==> config.mk <==
export PLATFORM = sky130hd
export DESIGN_NAME = ex_muldiv_unit
export DESIGN_NICKNAME = d
export VERILOG_FILES = /design/src/rtl/muldiv_pkg.sv /design/src/rtl/muldiv_div_iter.sv /design/src/rtl/ex_muldiv_unit.sv
export SDC_FILE = /design/constraint.sdc
export NUM_CORES = 1
export LEC_CHECK = 0
export ABC_AREA = 1
export CELL_PAD_IN_SITES_DETAIL_PLACEMENT = 2
export CELL_PAD_IN_SITES_GLOBAL_PLACEMENT = 2
export CORE_ASPECT_RATIO = 1.25
export CORE_UTILIZATION = 33
export DETAILED_ROUTE_END_ITERATION = 8
export GPL_TIMING_DRIVEN = 1
export PLACE_DENSITY_LB_ADDON = 0.1
export SYNTH_ARGS = -nofsm -noshare
export SYNTH_HDL_FRONTEND = slang
export SYNTH_HIERARCHICAL = 1
export SYNTH_SLANG_ARGS = --single-unit
==> constraint.sdc <==
create_clock -name clk_i -period 11.6 [get_ports clk_i]
set_input_delay 2.32 -clock clk_i [delete_from_list [all_inputs] [get_ports clk_i]]
set_output_delay 2.32 -clock clk_i [all_outputs]
set_load 0.005 [all_outputs]
==> src/rtl/muldiv_pkg.sv <==
// Shared constants and types for the RV32M multiply/divide execute unit.
package muldiv_pkg;

    localparam logic [6:0] FUNCT7_MULDIV = 7'b0000001;

    localparam logic [2:0] OP_MUL    = 3'b000;
    localparam logic [2:0] OP_MULH   = 3'b001;
    localparam logic [2:0] OP_MULHSU = 3'b010;
    localparam logic [2:0] OP_MULHU  = 3'b011;
    localparam logic [2:0] OP_DIV    = 3'b100;
    localparam logic [2:0] OP_DIVU   = 3'b101;
    localparam logic [2:0] OP_REM    = 3'b110;
    localparam logic [2:0] OP_REMU   = 3'b111;

    typedef enum logic [1:0] {
        IDLE = 2'd0,
        CALC = 2'd1,
        DONE = 2'd2
    } state_t;

endpackage

==> src/rtl/muldiv_div_iter.sv <==
// One restoring-division step on unsigned magnitudes.
// The partial remainder takes the next dividend bit; the divisor is
// subtracted when it fits, and the outcome becomes the new quotient bit.
module muldiv_div_iter
    import muldiv_pkg::*;
#(
    parameter int XLEN = 32
) (
    input  logic [XLEN-1:0] i_rem,
    input  logic [XLEN-1:0] i_quo,
    input  logic [XLEN-1:0] i_divisor,
    output logic [XLEN-1:0] o_rem,
    output logic [XLEN-1:0] o_quo
);

    logic [XLEN:0] w_shift;
    logic [XLEN:0] w_diff;
    logic          w_fits;

    // The remainder is always below the divisor, so the shifted value fits in
    // XLEN+1 bits and the MSB of the difference acts as the borrow.
    assign w_shift = {i_rem, i_quo[XLEN-1]};
    assign w_diff  = w_shift - {1'b0, i_divisor};
    assign w_fits  = ~w_diff[XLEN];

    assign o_rem = w_fits ? w_diff[XLEN-1:0] : w_shift[XLEN-1:0];
    assign o_quo = {i_quo[XLEN-2:0], w_fits};

endmodule

==> src/rtl/ex_muldiv_unit.sv <==
// RV32M multiply/divide unit for the execute stage.
// Iterative shift-add multiply and restoring divide on operand magnitudes,
// one bit per cycle, with the sign applied once at the end.
// Build option MULDIV_FAST_MUL_EN: multiplies complete from a single-cycle
// combinational product instead of iterating; divide timing is unchanged.
//
// state | meaning
// IDLE  | waiting for an M-extension op from ID/EX
// CALC  | one multiply/divide iteration per cycle, counter runs down
// DONE  | result valid, done_o pulses, pipeline released
module ex_muldiv_unit
    import muldiv_pkg::*;
#(
    parameter int XLEN  = 32,
    parameter int CNT_W = 6
) (
    input  logic            clk_i,
    input  logic            rst_i,
    input  logic            valid_i,
    input  logic [9:0]      funct_i,
    input  logic [XLEN-1:0] RS1Data_i,
    input  logic [XLEN-1:0] RS2Data_i,
    input  logic [4:0]      Rd_Addr_i,
    input  logic            kill_i,
    output logic            stall_o,
    output logic            done_o,
    output logic [XLEN-1:0] result_o,
    output logic [4:0]      Rd_Addr_o,
    output logic            busy_o
);

    state_t              r_state;
    state_t              w_state_nxt;
    logic [CNT_W-1:0]    r_cnt;
    logic [2:0]          r_funct3;
    logic [4:0]          r_rd;
    logic [4:0]          r_rd_hold;
    logic                r_neg;
    logic [XLEN-1:0]     r_opnd;
    logic [2*XLEN-1:0]   r_acc;
    logic [XLEN-1:0]     r_final;
    logic [XLEN-1:0]     r_result_hold;

    logic [2:0]          w_funct3;
    logic                w_issue;
    logic                w_is_div;
    logic                w_a_signed;
    logic                w_b_signed;
    logic                w_a_neg;
    logic                w_b_neg;
    logic [XLEN-1:0]     w_a_mag;
    logic [XLEN-1:0]     w_b_mag;
    logic                w_neg_issue;
    logic                w_div_zero;
    logic                w_div_ovf;
    logic                w_special;
    logic [XLEN-1:0]     w_special_res;
    logic                w_fast;
    logic [2*XLEN-1:0]   w_fast_prod;
    logic [XLEN:0]       w_mul_sum;
    logic [2*XLEN-1:0]   w_mul_next;
    logic [XLEN-1:0]     w_div_rem;
    logic [XLEN-1:0]     w_div_quo;
    logic [2*XLEN-1:0]   w_acc_next;
    logic                w_last;

    // Applies the sign and picks the requested half. For multiply the
    // accumulator is the full product; for divide it is {remainder, quotient}.
    function automatic logic [XLEN-1:0] f_finalize(input logic [2:0]        f3,
                                                   input logic              neg,
                                                   input logic [2*XLEN-1:0] acc);
        logic [2*XLEN-1:0] p;
        logic [XLEN-1:0]   v;
        p = '0;
        if (!f3[2]) begin
            p = neg ? -acc : acc;
            v = (f3 == OP_MUL) ? p[XLEN-1:0] : p[2*XLEN-1:XLEN];
        end else begin
            v = f3[1] ? acc[2*XLEN-1:XLEN] : acc[XLEN-1:0];
            if (neg) v = -v;
        end
        return v;
    endfunction

    assign w_funct3 = funct_i[2:0];
    assign w_is_div = w_funct3[2];
    assign w_issue  = valid_i && (funct_i[9:3] == FUNCT7_MULDIV) &&
                      (r_state == IDLE) && !kill_i;

    // Operand signedness per op; MULHSU treats only rs1 as signed.
    always_comb begin
        w_a_signed = 1'b0;
        w_b_signed = 1'b0;
        case (w_funct3)
            OP_MUL, OP_MULH: begin
                w_a_signed = 1'b1;
                w_b_signed = 1'b1;
            end
            OP_MULHSU: w_a_signed = 1'b1;
            OP_DIV, OP_REM: begin
                w_a_signed = 1'b1;
                w_b_signed = 1'b1;
            end
            OP_MULHU, OP_DIVU, OP_REMU: begin
                w_a_signed = 1'b0;
                w_b_signed = 1'b0;
            end
            default: begin
                w_a_signed = 1'b0;
                w_b_signed = 1'b0;
            end
        endcase
    end

    assign w_a_neg = w_a_signed & RS1Data_i[XLEN-1];
    assign w_b_neg = w_b_signed & RS2Data_i[XLEN-1];
    assign w_a_mag = w_a_neg ? -RS1Data_i : RS1Data_i;
    assign w_b_mag = w_b_neg ? -RS2Data_i : RS2Data_i;

    // Remainder follows the dividend sign; everything else uses the xor.
    assign w_neg_issue = (w_is_div && w_funct3[1]) ? w_a_neg : (w_a_neg ^ w_b_neg);

    assign w_div_zero = w_is_div && (RS2Data_i == '0);
    assign w_div_ovf  = w_is_div && w_a_signed &&
                        (RS1Data_i == {1'b1, {(XLEN-1){1'b0}}}) && (RS2Data_i == '1);
    assign w_special  = w_div_zero || w_div_ovf;
    assign w_special_res = w_div_zero ? (w_funct3[1] ? RS1Data_i : '1)
                                      : (w_funct3[1] ? '0 : RS1Data_i);

`ifdef MULDIV_FAST_MUL_EN
    assign w_fast      = !w_is_div;
    assign w_fast_prod = {{XLEN{1'b0}}, w_a_mag} * {{XLEN{1'b0}}, w_b_mag};
`else
    assign w_fast      = 1'b0;
    assign w_fast_prod = '0;
`endif

    // Multiply step: add the multiplicand into the high half when the current
    // multiplier bit is set, then shift the whole accumulator right by one.
    assign w_mul_sum  = {1'b0, r_acc[2*XLEN-1:XLEN]} +
                        (r_acc[0] ? {1'b0, r_opnd} : {(XLEN+1){1'b0}});
    assign w_mul_next = {w_mul_sum, r_acc[XLEN-1:1]};

    muldiv_div_iter #(.XLEN(XLEN)) u_div_iter (
        .i_rem     (r_acc[2*XLEN-1:XLEN]),
        .i_quo     (r_acc[XLEN-1:0]),
        .i_divisor (r_opnd),
        .o_rem     (w_div_rem),
        .o_quo     (w_div_quo)
    );

    assign w_acc_next = r_funct3[2] ? {w_div_rem, w_div_quo} : w_mul_next;
    assign w_last     = (r_cnt == CNT_W'(1));

    // State register.
    always_ff @(posedge clk_i or posedge rst_i) begin
        if (rst_i) r_state <= IDLE;
        else       r_state <= w_state_nxt;
    end

    // Next state and handshake outputs.
    always_comb begin
        w_state_nxt = r_state;
        stall_o     = 1'b0;
        done_o      = 1'b0;
        busy_o      = (r_state != IDLE);
        case (r_state)
            IDLE: begin
                stall_o = w_issue;
                if (w_issue) w_state_nxt = (w_special || w_fast) ? DONE : CALC;
            end
            CALC: begin
                stall_o = !kill_i;
                if (kill_i)      w_state_nxt = IDLE;
                else if (w_last) w_state_nxt = DONE;
            end
            DONE: begin
                done_o      = !kill_i;
                w_state_nxt = IDLE;
            end
            default: w_state_nxt = IDLE;
        endcase
        result_o  = done_o ? r_final : r_result_hold;
        Rd_Addr_o = done_o ? r_rd    : r_rd_hold;
    end

    // Operand capture on issue, then one iteration per CALC cycle.
    always_ff @(posedge clk_i or posedge rst_i) begin
        if (rst_i) begin
            r_cnt    <= '0;
            r_funct3 <= '0;
            r_rd     <= '0;
            r_neg    <= 1'b0;
            r_opnd   <= '0;
            r_acc    <= '0;
            r_final  <= '0;
        end else if (r_state == IDLE) begin
            if (w_issue) begin
                r_funct3 <= w_funct3;
                r_rd     <= Rd_Addr_i;
                r_neg    <= w_neg_issue;
                r_cnt    <= CNT_W'(XLEN);
                r_opnd   <= w_is_div ? w_b_mag : w_a_mag;
                r_acc    <= {{XLEN{1'b0}}, (w_is_div ? w_a_mag : w_b_mag)};
                if (w_special)   r_final <= w_special_res;
                else if (w_fast) r_final <= f_finalize(w_funct3, w_neg_issue, w_fast_prod);
            end
        end else if (r_state == CALC) begin
            if (kill_i) begin
                r_cnt <= '0;
            end else begin
                r_acc <= w_acc_next;
                r_cnt <= r_cnt - CNT_W'(1);
                if (w_last) r_final <= f_finalize(r_funct3, r_neg, w_acc_next);
            end
        end
    end

    // Completed result and destination persist until the next completion.
    always_ff @(posedge clk_i or posedge rst_i) begin
        if (rst_i) begin
            r_result_hold <= '0;
            r_rd_hold     <= '0;
        end else if (done_o) begin
            r_result_hold <= r_final;
            r_rd_hold     <= r_rd;
        end
    end

endmodule
[After elaboration in Yosys (flattened, before gate mapping)]
Index checks and enable logic that the tools add are counted.
Word-level totals
  register bits after elaboration: 182
  output and inout port bits: 40
  word-level logic and storage cells: 104
Cells by class
  add/subtract/negate cells: 7
  eq/ne operators: 17
  muxes and demuxes: 41
  bitwise gates (word level): 4
  reductions and logical operators: 25
Operators with widths (number)
  2-to-1 mux 32 bit: 20
  2-to-1 mux 64 bit: 6
  negator 32 bit: 3
  == test 32 bit, second input constant: 2
  negator 64 bit: 1
  adder 32 x 32 -> 33 bit: 1
  subtractor 33 x 32 -> 33 bit: 1
  logical NOT 32 bit: 1
  2-to-1 mux 6 bit: 4
  == test 3 bit, second input constant: 4
  logical AND 1 bit: 8
  2-to-1 mux 2 bit: 4
  == test 7 x 1 -> 1 bit, second input constant: 1
  == test 3 x 2 -> 1 bit, second input constant: 2
  == test 6 x 1 -> 1 bit, second input constant: 1
  logical NOT 3 bit: 2
  AND reduction 2 bit: 3
  nonzero test 2 bit: 3
  subtractor 6 x 1 -> 6 bit, second input constant: 1
  2-to-1 mux 5 bit: 1
  AND reduction 5 bit: 1
  OR reduction 5 bit: 1
  inequality test 2 bit, second input constant: 2
  case mux 1 bit (2 select lines): 2
  16 further kinds: 19

[Logic depth before layout (Yosys ltp)]
  depth after elaboration: 11
  mapped depth: 37
  gate-level depth less buffers: 36

[Hierarchy]
Netlist, hierarchy kept.
By module, submodules not included
  ex_muldiv_unit: times used 1, cells each 2899, area each 17375.4 um^2
  muldiv_div_iter: times used 1, cells each 712, area each 3390.8 um^2

[Worst setup path after synthesis]
Ideal clock, no wire load.
  path type: input-to-output
  start: in funct_i[6]
  end: out stall_o
  arrival: 3.565 ns
  data required time: 9.280 ns
  slack: 5.715 ns
  stages: 6
  cell sequence: nor4_1 > nand3_1 > inv_1 > nor2_1 > clkinv_1 > buf_1
On the way
  cells in the longest elaborated chain, start to end: 5
RTL lines
  start, declared: RTL line ex_muldiv_unit.sv:20  | input logic [9:0] funct_i,
  == test 7 x 1 -> 1 bit: RTL line ex_muldiv_unit.sv:87  | assign w_issue = valid_i && (funct_i[9:3] == FUNCT7_MULDIV) &&
  logical AND 1 bit (2 in series): RTL line ex_muldiv_unit.sv:87
  logical AND 1 bit: RTL line ex_muldiv_unit.sv:88  | (r_state == IDLE) && !kill_i;
  case mux 1 bit (2 select lines): RTL line ex_muldiv_unit.sv:167  | case (r_state)
  end, declared: RTL line ex_muldiv_unit.sv:25  | output logic stall_o,
No other way between the ends.

[Worst setup path after layout]
  start: in kill_i
  end: out stall_o
On the way
  cells in the longest elaborated chain, start to end: 3
RTL lines
  start, declared: RTL line ex_muldiv_unit.sv:24  | input logic kill_i,
  logical NOT 1 bit (*): RTL line ex_muldiv_unit.sv:88, ex_muldiv_unit.sv:173
  logical AND 1 bit: RTL line ex_muldiv_unit.sv:88
  case mux 1 bit (2 select lines) (*): RTL line ex_muldiv_unit.sv:167
Mark *: on every way between the ends. The rest lies on a longest branch, timed or not.

==> results.tsv <==
metric	value	unit
core_area	62020	sq um
synth_area_leaders	nand2_1 (24%), dfrtp_1 (22%), inv_1 (9.9%), nand3_1 (6.2%), nor2_1 (5.5%)	
die-area	63940	sq um
worstReg2RegEnd	r_final[30]	
port_buffers	122	
cap_violations	0	
p_comb_frac	0.708	
layout.cells.non_filler	4476	
grt_max_degree	107	
p_switching	3.629	mW
synth_flop_cell	dfrtp_1	
dp_hpwl	93450	um
synthCells	3611	
cts_made_buffers	17	
synth_top_area_share	0.2355	
critPathKind	in2out	
critPathRequiredTime	9280	ps
clk_pin_slew	80	ps
final.period_utilization	0.7053	
status	completed	
tns	0	ps
start_util	0.3348	
max_freq	0.1222	GHz
area_growth	11.16	%
swShare	0.6118	
pwr-share-clk	0.108	
rows	102	
worstPathArrival	5860	ps
crit_start	kill_i	
peakVddDrop	0.1848	mV
drc	0	
die_h	282.5	um
finalPower	5.932	mW
post_cts_buffers	0	
sequentialPowerShare	0.185	
min_period	8181	ps
place_inst	4444	
cts_resized	0	
nets	3787	
antenna_found_initial	2	
synth_area	20770	sq um
place_area	22480	sq um
hold_buffers	0	
drtIter0Drc	1288	
synth-async-reset-ratio	1.000	
synthDistinctLibCells	59	
fillers	8022	
syn_nets	3767	
antenna_cells	0	
htreeDepth	4	
cts_tree	yes	
rsz0062_at_grt	false	
grt_pass1_wl	168300	um
hold_ws	480.3	ps
p_int	2.303	mW
setup_viol	0	
design_area	23080	sq um
yosys.area.top_type	nand2_1	
cts.sinks	182	
ant_nets	0	
synth_warnings	6	
hold_viol	0	
report.final.slew_viol_count	0	
fin_worst_skew	18.28	ps
worstRegToRegCells	31	
worstHoldStart	r_result_hold[11]	
gp_congestion	1.028	
power_leakage	12.12	nW
vias_per_cell	5.489	
start_kind	primary input	
wl_per_cell	25.26	um
routed-via-count	24570	
pin_count	123	
powerDensity	257.0	nW/um^2
rrSetupSlack	5780	ps
cp_max_fo	50	
totalWireLength	113100	um
gr-total-overflow	0	
ys_ff_latch	182	
clockBufferDepth	2	
worst_pin_slew	1095	ps
hold_class	reg2reg	
avgSynthCellArea	5.751	sq um
worstHoldEndpoint	r_result_hold[11]	
crit_path_end_kind	primary output	
slew_headroom	0.2682	
clockRootBuffer	clkbuf_16	
grt_pass1_vias	26850	
grt_use_total	0.3573	
dr.pass1.iters	5	
whs_path_depth	2	
die_x	226.4	um
r2r_start	r_acc[54]	
synth_edf_count	0	
drive_gt1_frac	0.04555	
clk_latency	470	ps
seq_area_frac_synth	0.2193	
## worst max-delay path: stages
cell and delay (ps):
clkdlybuf4s50_1 620, nor3_1 130, nand3_2 90, buf_4 440
inv_1 280, nor2_4 130, buf_4 480, clkinv_1 650
clkdlybuf4s50_1 670
## sequential cells by signal, summed over array words and instances (netlist names)
name,count
r_result_hold,32
r_rd,5
r_cnt,6
r_final,32
r_neg,1
r_funct3,3
r_acc,64
r_rd_hold,5
r_state,2
r_opnd,32
## how the worst max path moves through the flow
| stage | endpoint | slack (ps) | depth (start not counted) |
|---|---|---|---|
| 5_1_grt | stall_o | 3200 | 9 |
| 4_1_cts | stall_o | 3460 | 9 |
| 6_report | stall_o | 3420 | 9 |
| 3_3_place_gp | stall_o | 3570 | 9 |
| 3_5_place_dp | stall_o | 3500 | 9 |
| 2_1_floorplan | r_acc[0] | 4340 | 1 |
## through the flow
| step | setup WS [ps] | utilization |
|---|---|---|
| 6_report | 3419 | 0.3722 |
| 5_1_grt | 3204 | 0.3722 |
| 4_1_cts | 3464 | 0.3722 |
| 3_5_place_dp | 3499 | 0.3624 |
| 3_3_place_gp | 3574 | 0.3624 |
| 2_1_floorplan | 4336 | - |
## cell usage after synthesis (15+ instances only)
master    instances
inv_1           547
nand2_1        1303
or2_2            19
nor2_1          303
dfrtp_1         182
o21ai_2          17
nand4_1          42
o21ai_0         163
nand3b_1         15
xor2_1           75
a21oi_1         140
buf_1            19
xnor2_1          17
nor3_1           35
o211ai_1         73
o221ai_1         22
o21ai_1          26
ha_1             71
nand2_2          16
nand3_1         256
clkbuf_1         74
buf_4            36
## final cells by class
class	count	area, sq um	area share
clock buffers	17	425.4	0.01843
multi-input cells	2712	13290	0.5758
clock inverters	15	183.9	0.007967
well taps	832	1041	0.04509
inverters	566	2136	0.09252
flip-flops and latches	182	4559	0.1975
repair buffers	152	1446	0.06266
## power by group through the flow
stage	Sequential (mW)	Clock (mW)	Combinational, mW
global placement	1.09	0	3.95
global route	1.11	0.668	4.53
finish	1.10	0.638	4.20
CTS	1.09	0.646	4.14
floorplan	0.971	0	2.63
detailed placement	1.10	0	4.10
## per-layer routing
metal / GRT usage / wire (um) / share of wire
met1: 0.3917 / 43710 / 0.39
met2: 0.6446 / 56520 / 0.50
met3: 0.03147 / 3559 / 0.031
met4: 0.2554 / 9259 / 0.082
met5: 0 / 23 / 0.00020
## cells in the final DEF (no fill, tap or decap), types with 6 or more instances in the layout
| cell | instances |
|---|---|
| a21oi_1 | 140 |
| a22oi_1 | 10 |
| a31oi_1 | 9 |
| and2_1 | 11 |
| buf_4 | 30 |
| clkbuf_16 | 17 |
| clkdlybuf4s50_1 | 122 |
| clkinv_1 | 6 |
| dfrtp_1 | 180 |
| ha_1 | 71 |
| inv_1 | 546 |
| inv_2 | 11 |
| maj3_1 | 9 |
| nand2_1 | 1303 |
| nand2_2 | 16 |
| nand3_1 | 255 |
| nand3b_1 | 15 |
| nand4_1 | 42 |
| nor2_1 | 301 |
| nor2_2 | 13 |
| nor3_1 | 34 |
| nor4_1 | 11 |
| o211ai_1 | 73 |
| o21ai_0 | 163 |
| o21ai_1 | 26 |
| o21ai_2 | 17 |
| o21bai_1 | 10 |
| o221ai_1 | 22 |
| or2_2 | 19 |
| xnor2_1 | 17 |
| xor2_1 | 75 |
## kinds of logic (layout without fill, tap and decap cells)
| kind of cell | after synthesis | in the layout | synth area share |
|---|---|---|---|
| simple gates | 2045 | 2045 | 0.4086 |
| xor+xnor | 92 | 92 | 0.03880 |
| compound gates | 493 | 493 | 0.1427 |
| buf+inv | 717 | 750 | 0.1415 |
| flops | 182 | 182 | 0.2193 |
| fa+ha+maj | 82 | 82 | 0.04905 |
Note: power is estimated with default switching activity, not from simulation.
